$ cat src/rtl/atan_pkg.sv
`default_nettype none
// ============================================================================
// Package     : atan_pkg
// Description : Shared constants and the pipeline tag type for atan_scheduler.
// Revision    : 1.0 - initial release
// ============================================================================
package atan_pkg;

  // Advancing edges from CORDIC input to phase output.
  localparam int CORDIC_LAT = 19;

  // Channel-id width carried in each tag.
  localparam int TAG_CHW = 2;

  // One slot of the tag line that shadows the CORDIC pipeline.
  typedef struct packed {
    logic               v;
    logic [TAG_CHW-1:0] ch;
  } tag_t;

endpackage
`default_nettype wire

$ cat src/rtl/sync_fifo.sv
`default_nettype none
// ============================================================================
// Module      : sync_fifo
// Description : Show-ahead synchronous FIFO with occupancy count and flush.
//               A push into a full FIFO is accepted when a pop happens on
//               the same edge.
// Revision    : 1.0 - initial release
// ============================================================================
module sync_fifo #(
  parameter int DEPTH = 32,
  parameter int W     = 18
) (
  input  logic                     clk_i,
  input  logic                     rst_i,
  input  logic                     clr_i,
  input  logic                     push_i,
  input  logic [W-1:0]             din_i,
  input  logic                     pop_i,
  output logic [W-1:0]             dout_o,
  output logic                     valid_o,
  output logic [$clog2(DEPTH):0]   count_o
);

  localparam int AW = $clog2(DEPTH);
  localparam int CW = $clog2(DEPTH) + 1;

  logic [W-1:0]  r_mem [DEPTH];
  logic [AW-1:0] r_wr;
  logic [AW-1:0] r_rd;
  logic [CW-1:0] r_count;

  logic w_full;
  logic w_do_pop;
  logic w_do_push;

  // Pointer increment with wrap for non power-of-two depths.
  function automatic logic [AW-1:0] ptr_inc(input logic [AW-1:0] p);
    return (p == AW'(DEPTH - 1)) ? '0 : p + 1'b1;
  endfunction

  assign w_full    = (r_count == CW'(DEPTH));
  assign w_do_pop  = pop_i && (r_count != '0);
  assign w_do_push = push_i && (!w_full || w_do_pop);

  // Storage array; contents need no reset since count gates visibility.
  always_ff @(posedge clk_i) begin
    if (w_do_push) begin
      r_mem[r_wr] <= din_i;
    end
  end

  // Pointers and occupancy; flush wins over push and pop.
  always_ff @(posedge clk_i or posedge rst_i) begin
    if (rst_i) begin
      r_wr    <= '0;
      r_rd    <= '0;
      r_count <= '0;
    end else if (clr_i) begin
      r_wr    <= '0;
      r_rd    <= '0;
      r_count <= '0;
    end else begin
      if (w_do_push) begin
        r_wr <= ptr_inc(r_wr);
      end
      if (w_do_pop) begin
        r_rd <= ptr_inc(r_rd);
      end
      case ({w_do_push, w_do_pop})
        2'b10:   r_count <= r_count + 1'b1;
        2'b01:   r_count <= r_count - 1'b1;
        default: r_count <= r_count;
      endcase
    end
  end

  assign dout_o  = r_mem[r_rd];
  assign valid_o = (r_count != '0);
  assign count_o = r_count;

endmodule
`default_nettype wire

$ cat src/rtl/atan_scheduler.sv
`default_nettype none
// ============================================================================
// Module      : atan_scheduler
// Description : Round-robin sharing of one arcTan CORDIC pipeline between NCH
//               requesters. Samples carry a channel tag through a shadow tag
//               line; phases return through a credit-limited result FIFO.
// Revision    : 1.0 - initial release
// ============================================================================
module atan_scheduler
  import atan_pkg::*;
#(
  parameter int NCH    = 4,
  parameter int CHW    = 2,
  parameter int IW     = 16,
  parameter int LAT    = CORDIC_LAT,
  parameter int FDEPTH = 32
) (
  input  logic              clk_i,
  input  logic              rst_i,
  input  logic              clr_i,
  input  logic [NCH-1:0]    req_valid_i,
  output logic [NCH-1:0]    req_ready_o,
  input  logic [NCH*IW-1:0] req_cos_i,
  input  logic [NCH*IW-1:0] req_sin_i,
  output logic              cor_valid_o,
  output logic [IW-1:0]     cor_cos_o,
  output logic [IW-1:0]     cor_sin_o,
  input  logic [IW-1:0]     cor_phase_i,
  output logic              res_valid_o,
  input  logic              res_ready_i,
  output logic [CHW-1:0]    res_ch_o,
  output logic [IW-1:0]     res_phase_o,
  output logic              busy_o
);

  localparam int CW = $clog2(FDEPTH) + 1;

  typedef enum logic [0:0] {
    S_IDLE = 1'b0,
    S_RUN  = 1'b1
  } state_t;

  state_t         r_state;
  logic [CHW-1:0] r_rr_ptr;
  logic [CW-1:0]  r_inflight;
  tag_t           r_tag [LAT];

  logic [CW-1:0]       w_fifo_count;
  logic [CW:0]         w_used;
  logic                w_can_issue;
  logic                w_hs;
  logic [CHW-1:0]      w_gnt_ch;
  logic [NCH-1:0]      w_ready;
  tag_t                w_tag_in;
  logic                w_cap;
  logic [CW-1:0]       w_inflight_nxt;
  logic                w_fifo_valid;
  logic [CHW+IW-1:0]   w_fifo_dout;
  logic                w_pop;

  // Channel index offset from the round-robin pointer, modulo NCH.
  function automatic logic [CHW-1:0] rr_idx(input logic [CHW-1:0] p, input int off);
    int s;
    s = (int'(p) + off) % NCH;
    return CHW'(s);
  endfunction

  // Every sample in the pipeline or the FIFO holds one credit; async reset
  // also blocks grants so all request-side outputs read zero while it is held.
  assign w_used      = {1'b0, r_inflight} + {1'b0, w_fifo_count};
  assign w_can_issue = !rst_i && !clr_i && (w_used < (CW+1)'(FDEPTH));

  // Round-robin search starting one past the last granted channel.
  always_comb begin
    w_hs     = 1'b0;
    w_gnt_ch = '0;
    w_ready  = '0;
    for (int i = 1; i <= NCH; i++) begin
      if (!w_hs && w_can_issue && req_valid_i[rr_idx(r_rr_ptr, i)]) begin
        w_hs     = 1'b1;
        w_gnt_ch = rr_idx(r_rr_ptr, i);
      end
    end
    if (w_hs) begin
      w_ready[w_gnt_ch] = 1'b1;
    end
  end

  assign req_ready_o = w_ready;

  // Forward the granted sample, or a zero bubble, and build its tag.
  always_comb begin
    cor_cos_o   = '0;
    cor_sin_o   = '0;
    w_tag_in    = '0;
    if (w_hs) begin
      cor_cos_o   = req_cos_i[w_gnt_ch*IW +: IW];
      cor_sin_o   = req_sin_i[w_gnt_ch*IW +: IW];
      w_tag_in.v  = 1'b1;
      w_tag_in.ch = w_gnt_ch;
    end
  end

  // Combinational so the first issue out of IDLE enters the CORDIC at once.
  assign cor_valid_o = (r_state == S_RUN) || w_hs;

  assign w_cap = r_tag[LAT-1].v && cor_valid_o;

  // Next in-flight count: handshake adds, capture retires.
  always_comb begin
    case ({w_hs, w_cap})
      2'b10:   w_inflight_nxt = r_inflight + 1'b1;
      2'b01:   w_inflight_nxt = r_inflight - 1'b1;
      default: w_inflight_nxt = r_inflight;
    endcase
  end

  // Tag line moves in lock-step with the CORDIC, which only advances on valid.
  always_ff @(posedge clk_i or posedge rst_i) begin
    if (rst_i) begin
      for (int k = 0; k < LAT; k++) begin
        r_tag[k] <= '0;
      end
    end else if (clr_i) begin
      for (int k = 0; k < LAT; k++) begin
        r_tag[k] <= '0;
      end
    end else if (cor_valid_o) begin
      r_tag[0] <= w_tag_in;
      for (int k = 1; k < LAT; k++) begin
        r_tag[k] <= r_tag[k-1];
      end
    end
  end

  // In-flight counter; abort discards all outstanding work.
  always_ff @(posedge clk_i or posedge rst_i) begin
    if (rst_i) begin
      r_inflight <= '0;
    end else if (clr_i) begin
      r_inflight <= '0;
    end else begin
      r_inflight <= w_inflight_nxt;
    end
  end

  // Round-robin pointer remembers the last granted channel across aborts.
  always_ff @(posedge clk_i or posedge rst_i) begin
    if (rst_i) begin
      r_rr_ptr <= CHW'(NCH - 1);
    end else if (w_hs) begin
      r_rr_ptr <= w_gnt_ch;
    end
  end

  // Control FSM: RUN keeps bubbles flowing until the last tagged sample exits.
  always_ff @(posedge clk_i or posedge rst_i) begin
    if (rst_i) begin
      r_state <= S_IDLE;
    end else if (clr_i) begin
      r_state <= S_IDLE;
    end else begin
      case (r_state)
        S_IDLE:  if (w_hs) r_state <= S_RUN;
        S_RUN:   if (!w_hs && (w_inflight_nxt == '0)) r_state <= S_IDLE;
        default: r_state <= S_IDLE;
      endcase
    end
  end

  assign busy_o = (r_state == S_RUN);

  assign w_pop = w_fifo_valid && res_ready_i;

  sync_fifo #(
    .DEPTH (FDEPTH),
    .W     (CHW + IW)
  ) u_fifo (
    .clk_i   (clk_i),
    .rst_i   (rst_i),
    .clr_i   (clr_i),
    .push_i  (w_cap),
    .din_i   ({r_tag[LAT-1].ch, cor_phase_i}),
    .pop_i   (w_pop),
    .dout_o  (w_fifo_dout),
    .valid_o (w_fifo_valid),
    .count_o (w_fifo_count)
  );

  assign res_valid_o = w_fifo_valid;
  assign res_ch_o    = w_fifo_dout[IW +: CHW];
  assign res_phase_o = w_fifo_dout[IW-1:0];

endmodule
`default_nettype wire

$ cat config.mk
export PLATFORM = sky130hd
export DESIGN_NAME = atan_scheduler
export DESIGN_NICKNAME = d
export VERILOG_FILES = /design/src/rtl/atan_pkg.sv /design/src/rtl/sync_fifo.sv /design/src/rtl/atan_scheduler.sv
export SDC_FILE = /design/constraint.sdc
export NUM_CORES = 1
export LEC_CHECK = 0
export BUFFER_PORTS_ARGS = -buffer_cell sky130_fd_sc_hd__buf_2
export CAP_MARGIN = 20
export CORE_AREA = 2 2 250 252
export DETAILED_ROUTE_END_ITERATION = 10
export DIE_AREA = 0 0 252 254
export GPL_ROUTABILITY_DRIVEN = 0
export PLACE_DENSITY = 0.62
export SYNTH_ARGS = -nofsm -noshare
export SYNTH_HDL_FRONTEND = slang
export SYNTH_HIERARCHICAL = 1
export SYNTH_SLANG_ARGS = --single-unit
export TNS_END_PERCENT = 20
$ cat constraint.sdc
create_clock -name clk_i -period 4.9 [get_ports clk_i]
set_input_delay 0.49 -clock clk_i [delete_from_list [all_inputs] [get_ports clk_i]]
set_output_delay 0.49 -clock clk_i [all_outputs]
set_load 0.005 [all_outputs]
==> metrics.cfg <==
[synth]
synthFlopType = edfxtp_1
syn_inst = 1490
avgSynthCellArea_um2 = 18.40
ys_seq_area_frac = 0.7060
ys_ff_latch = 658
synth_fp_nets = 1661
synth_edf_count = 576
ys_types = 67
synth-async-reset-ratio = 0.1246
synth_area_um2 = 27410
ys_warn_count = 6

[global_routing]
grt_pass1_wl_mm = 96.69
grt_max_degree = 81
grt-ovfl-total = 0
met2_usage = 0.3347
use_met1 = 0.2850
use_met3 = 0.04015
grt_antenna_before_repair = 1
track_usage = 0.2067
top_usage_layer = met2
grt_pass1_vias = 15260

[sta]
tightest_slew_ns = 1.030
period_share = 0.8695
fmax_ghz = 0.2347
skew_ns = 0.02200
setup_viol = 0
fin_tns_setup_ns = 0
timing.final.crit_period_ns = 4.261
whs_ns = 0.005994
maxSlewViolCount = 0
slew_headroom = 0.3135
rsz0062_at_grt = false
hold_viol = 0

[drt]
post_drt_via_cell_ratio = 5.821
drt_iter0_drc = 1265
wirelength_mm = 64.87
via_count = 14983
remaining_drc_errors = 0
drtPass1Iterations = 5
avgRoutedWirePerCell_um = 25.20
antenna_left = 0

[placed_design]
port_buffers = 208
dp_hpwl_mm = 39.85

[finish]
n_antenna_cell = 0
layout.nets = 1902
drive_above_1_share = 0.3672
area_growth_pct = 16.01

[setup_path]
crit_chain = ha_1 -> nand3_1 -> a22oi_4 -> a21oi_2 -> o21ai_4 -> buf_4 -> mux2_2 -> nor2_1 -> a211oi_1 -> buf_2
path_depth = 10
critical-path-top-delay-family = compound AO/OA/AOI/OAI gates
crit_end = cor_sin_o[4]
worst-path-buf-inv = 2
r2r-start = r_inflight[2]$_DFF_PP0_
cp-start-kind = flop
cp.arrival_ns = 3.77
startpoint = r_inflight[1]$_DFF_PP0_
r2r_cells = 15
rrSetupSlack_ns = 0.95
path_max_fanout = 54
end_kind = output pin
critPathMaxStageDelay_ns = 0.69
crit_required_ns = 4.41
slowest_stage = buf_4
reg2reg_to = u_fifo/count_o[5]$_DFFE_PP0P_
worst-setup-path-type = reg -> out

[clock_tree]
cts_tree = done
cts.sinks = 658
postCtsHoldBufs = 0
path_clk_slew_ns = 0.06
cts-root-buf = clkbuf_16
clk_latency_ns = 0.60
cts_buffer_depth = 3
cts_buffers = 71
post-cts-setup-buffers = 0
cts.repair.resized = 0
cts-htree-levels = 3

[power]
p_per_area_nw_per_um2 = 362.8
p_leak_uw = 0.01084
ir_drop_uv = 205.0

[die]
start_util = 0.4474
rows = 91
die_w_um = 252
die_y_um = 254
io_pins = 209
core_um2 = 61260
die_area_um2 = 64010

[hold_path]
min_path_type = in -> async

[status]
outcome = finished, final reports clean

[job]
max_cap_viol_count = 0

cells in the final DEF (no fill, tap or decap), drive strengths merged, types with 6 or more instances in the layout:
master | Yosys | layout
inv | 11 | 12
and2 | 6 | 6
o21ai | 11 | 11
nor2 | 95 | 95
nand2 | 130 | 130
dfrtp | 80 | 80
mux2 | 54 | 54
nand3 | 8 | 8
buf | 44 | 263
xor2 | 7 | 7
mux4 | 180 | 180
clkinv | 0 | 30
mux2i | 36 | 36
xnor2 | 6 | 6
a211oi | 35 | 35
ha | 18 | 18
a21oi | 70 | 70
clkbuf | 51 | 90
edfxtp | 576 | 576
nor3 | 6 | 6
cell families after synthesis:
kind of cell,Yosys count,share of synthesized area
compound gates,149,0.03625
xor+xnor,13,0.004154
fa+ha+maj,19,0.008947
buf+inv,106,0.01721
flops,658,0.7060
mux,270,0.1838
simple gates,275,0.04364
metrics by stage:
stage	util	std cells	setup WS (ns)	area, µm²	total power [µW]
floorplan	-	1490	0.3535	27410	6412
global placement	0.4828	2447	1.070	29580	6587
detailed placement	0.4828	2447	0.9885	29580	6598
CTS	0.5186	2573	0.5762	31770	11670
global route	0.5191	2574	0.3898	31800	11910
finish	0.5191	2574	0.6394	31800	11540
worst min-delay path by stage:
stage                               endpoint  depth (start not counted)  slack (ns)                  start
2_1_floorplan  u_fifo/count_o[0]$_DFFE_PP0P_                          1        0.40                  rst_i
3_3_place_gp           r_tag[54]$_DFFE_PP0P_                          2        0.47  r_tag[54]$_DFFE_PP0P_
3_5_place_dp           r_tag[56]$_DFFE_PP0P_                          2        0.46  r_tag[56]$_DFFE_PP0P_
4_1_cts        u_fifo/count_o[4]$_DFFE_PP0P_                          2        0.01                  rst_i
5_1_grt        u_fifo/count_o[4]$_DFFE_PP0P_                          2        0.06                  rst_i
6_report       u_fifo/count_o[4]$_DFFE_PP0P_                          2       0.006                  rst_i
cell type report:
class	count	area (µm²)
fillers	4973	29460
clock buffers	90	1912
multi-input cells	726	7674
inverters	11	45.04
flip-flops and latches	658	19360
repair buffers	263	1536
well taps	790	988.4
clock inverters	36	281.5
per-layer routing:
| layer | wire length (µm) | vias up |
|---|---|---|
| li1 | - | 6439 |
| met1 | 27020 | 7824 |
| met2 | 31380 | 634 |
| met3 | 4900 | 84 |
| met4 | 1560 | 2 |
| met5 | 13 | - |
state kept, by name, indices dropped and copies added, names as in the netlist:
register and flops:
u_fifo/r_wr 5, r_inflight 6, u_fifo/r_rd 5, r_rr_ptr 2, r_tag 57, u_fifo/count_o 6
u_fifo/r_mem 576, busy_o 1
cell usage after synthesis (7+ instances only):
| master | count | area [µm²] |
|---|---|---|
| ha_1 | 18 | 225.2 |
| clkbuf_1 | 51 | 191.4 |
| dfrtp_1 | 80 | 2002 |
| a211oi_1 | 34 | 255.2 |
| nand2_1 | 130 | 488.0 |
| o21ai_0 | 9 | 45.04 |
| xor2_1 | 7 | 61.31 |
| mux2i_1 | 36 | 360.4 |
| a21oi_1 | 69 | 345.3 |
| buf_2 | 23 | 115.1 |
| nand3_1 | 8 | 40.04 |
| edfxtp_1 | 576 | 17300 |
| buf_1 | 13 | 48.80 |
| mux2_2 | 50 | 563.0 |
| nor2_1 | 95 | 356.6 |
| mux4_2 | 180 | 4054 |
| inv_1 | 10 | 37.54 |
where the power goes:
| part | switching (µW) | total [µW] | leakage [µW] | internal (µW) |
|---|---|---|---|---|
| Clock | 2090 | 5060 | 0.00108 | 2970 |
| Combinational | 231 | 363 | 0.00343 | 132 |
| Sequential | 11.5 | 6110 | 0.00632 | 6100 |
No activity file was read; power rests on OpenSTA's default activity.
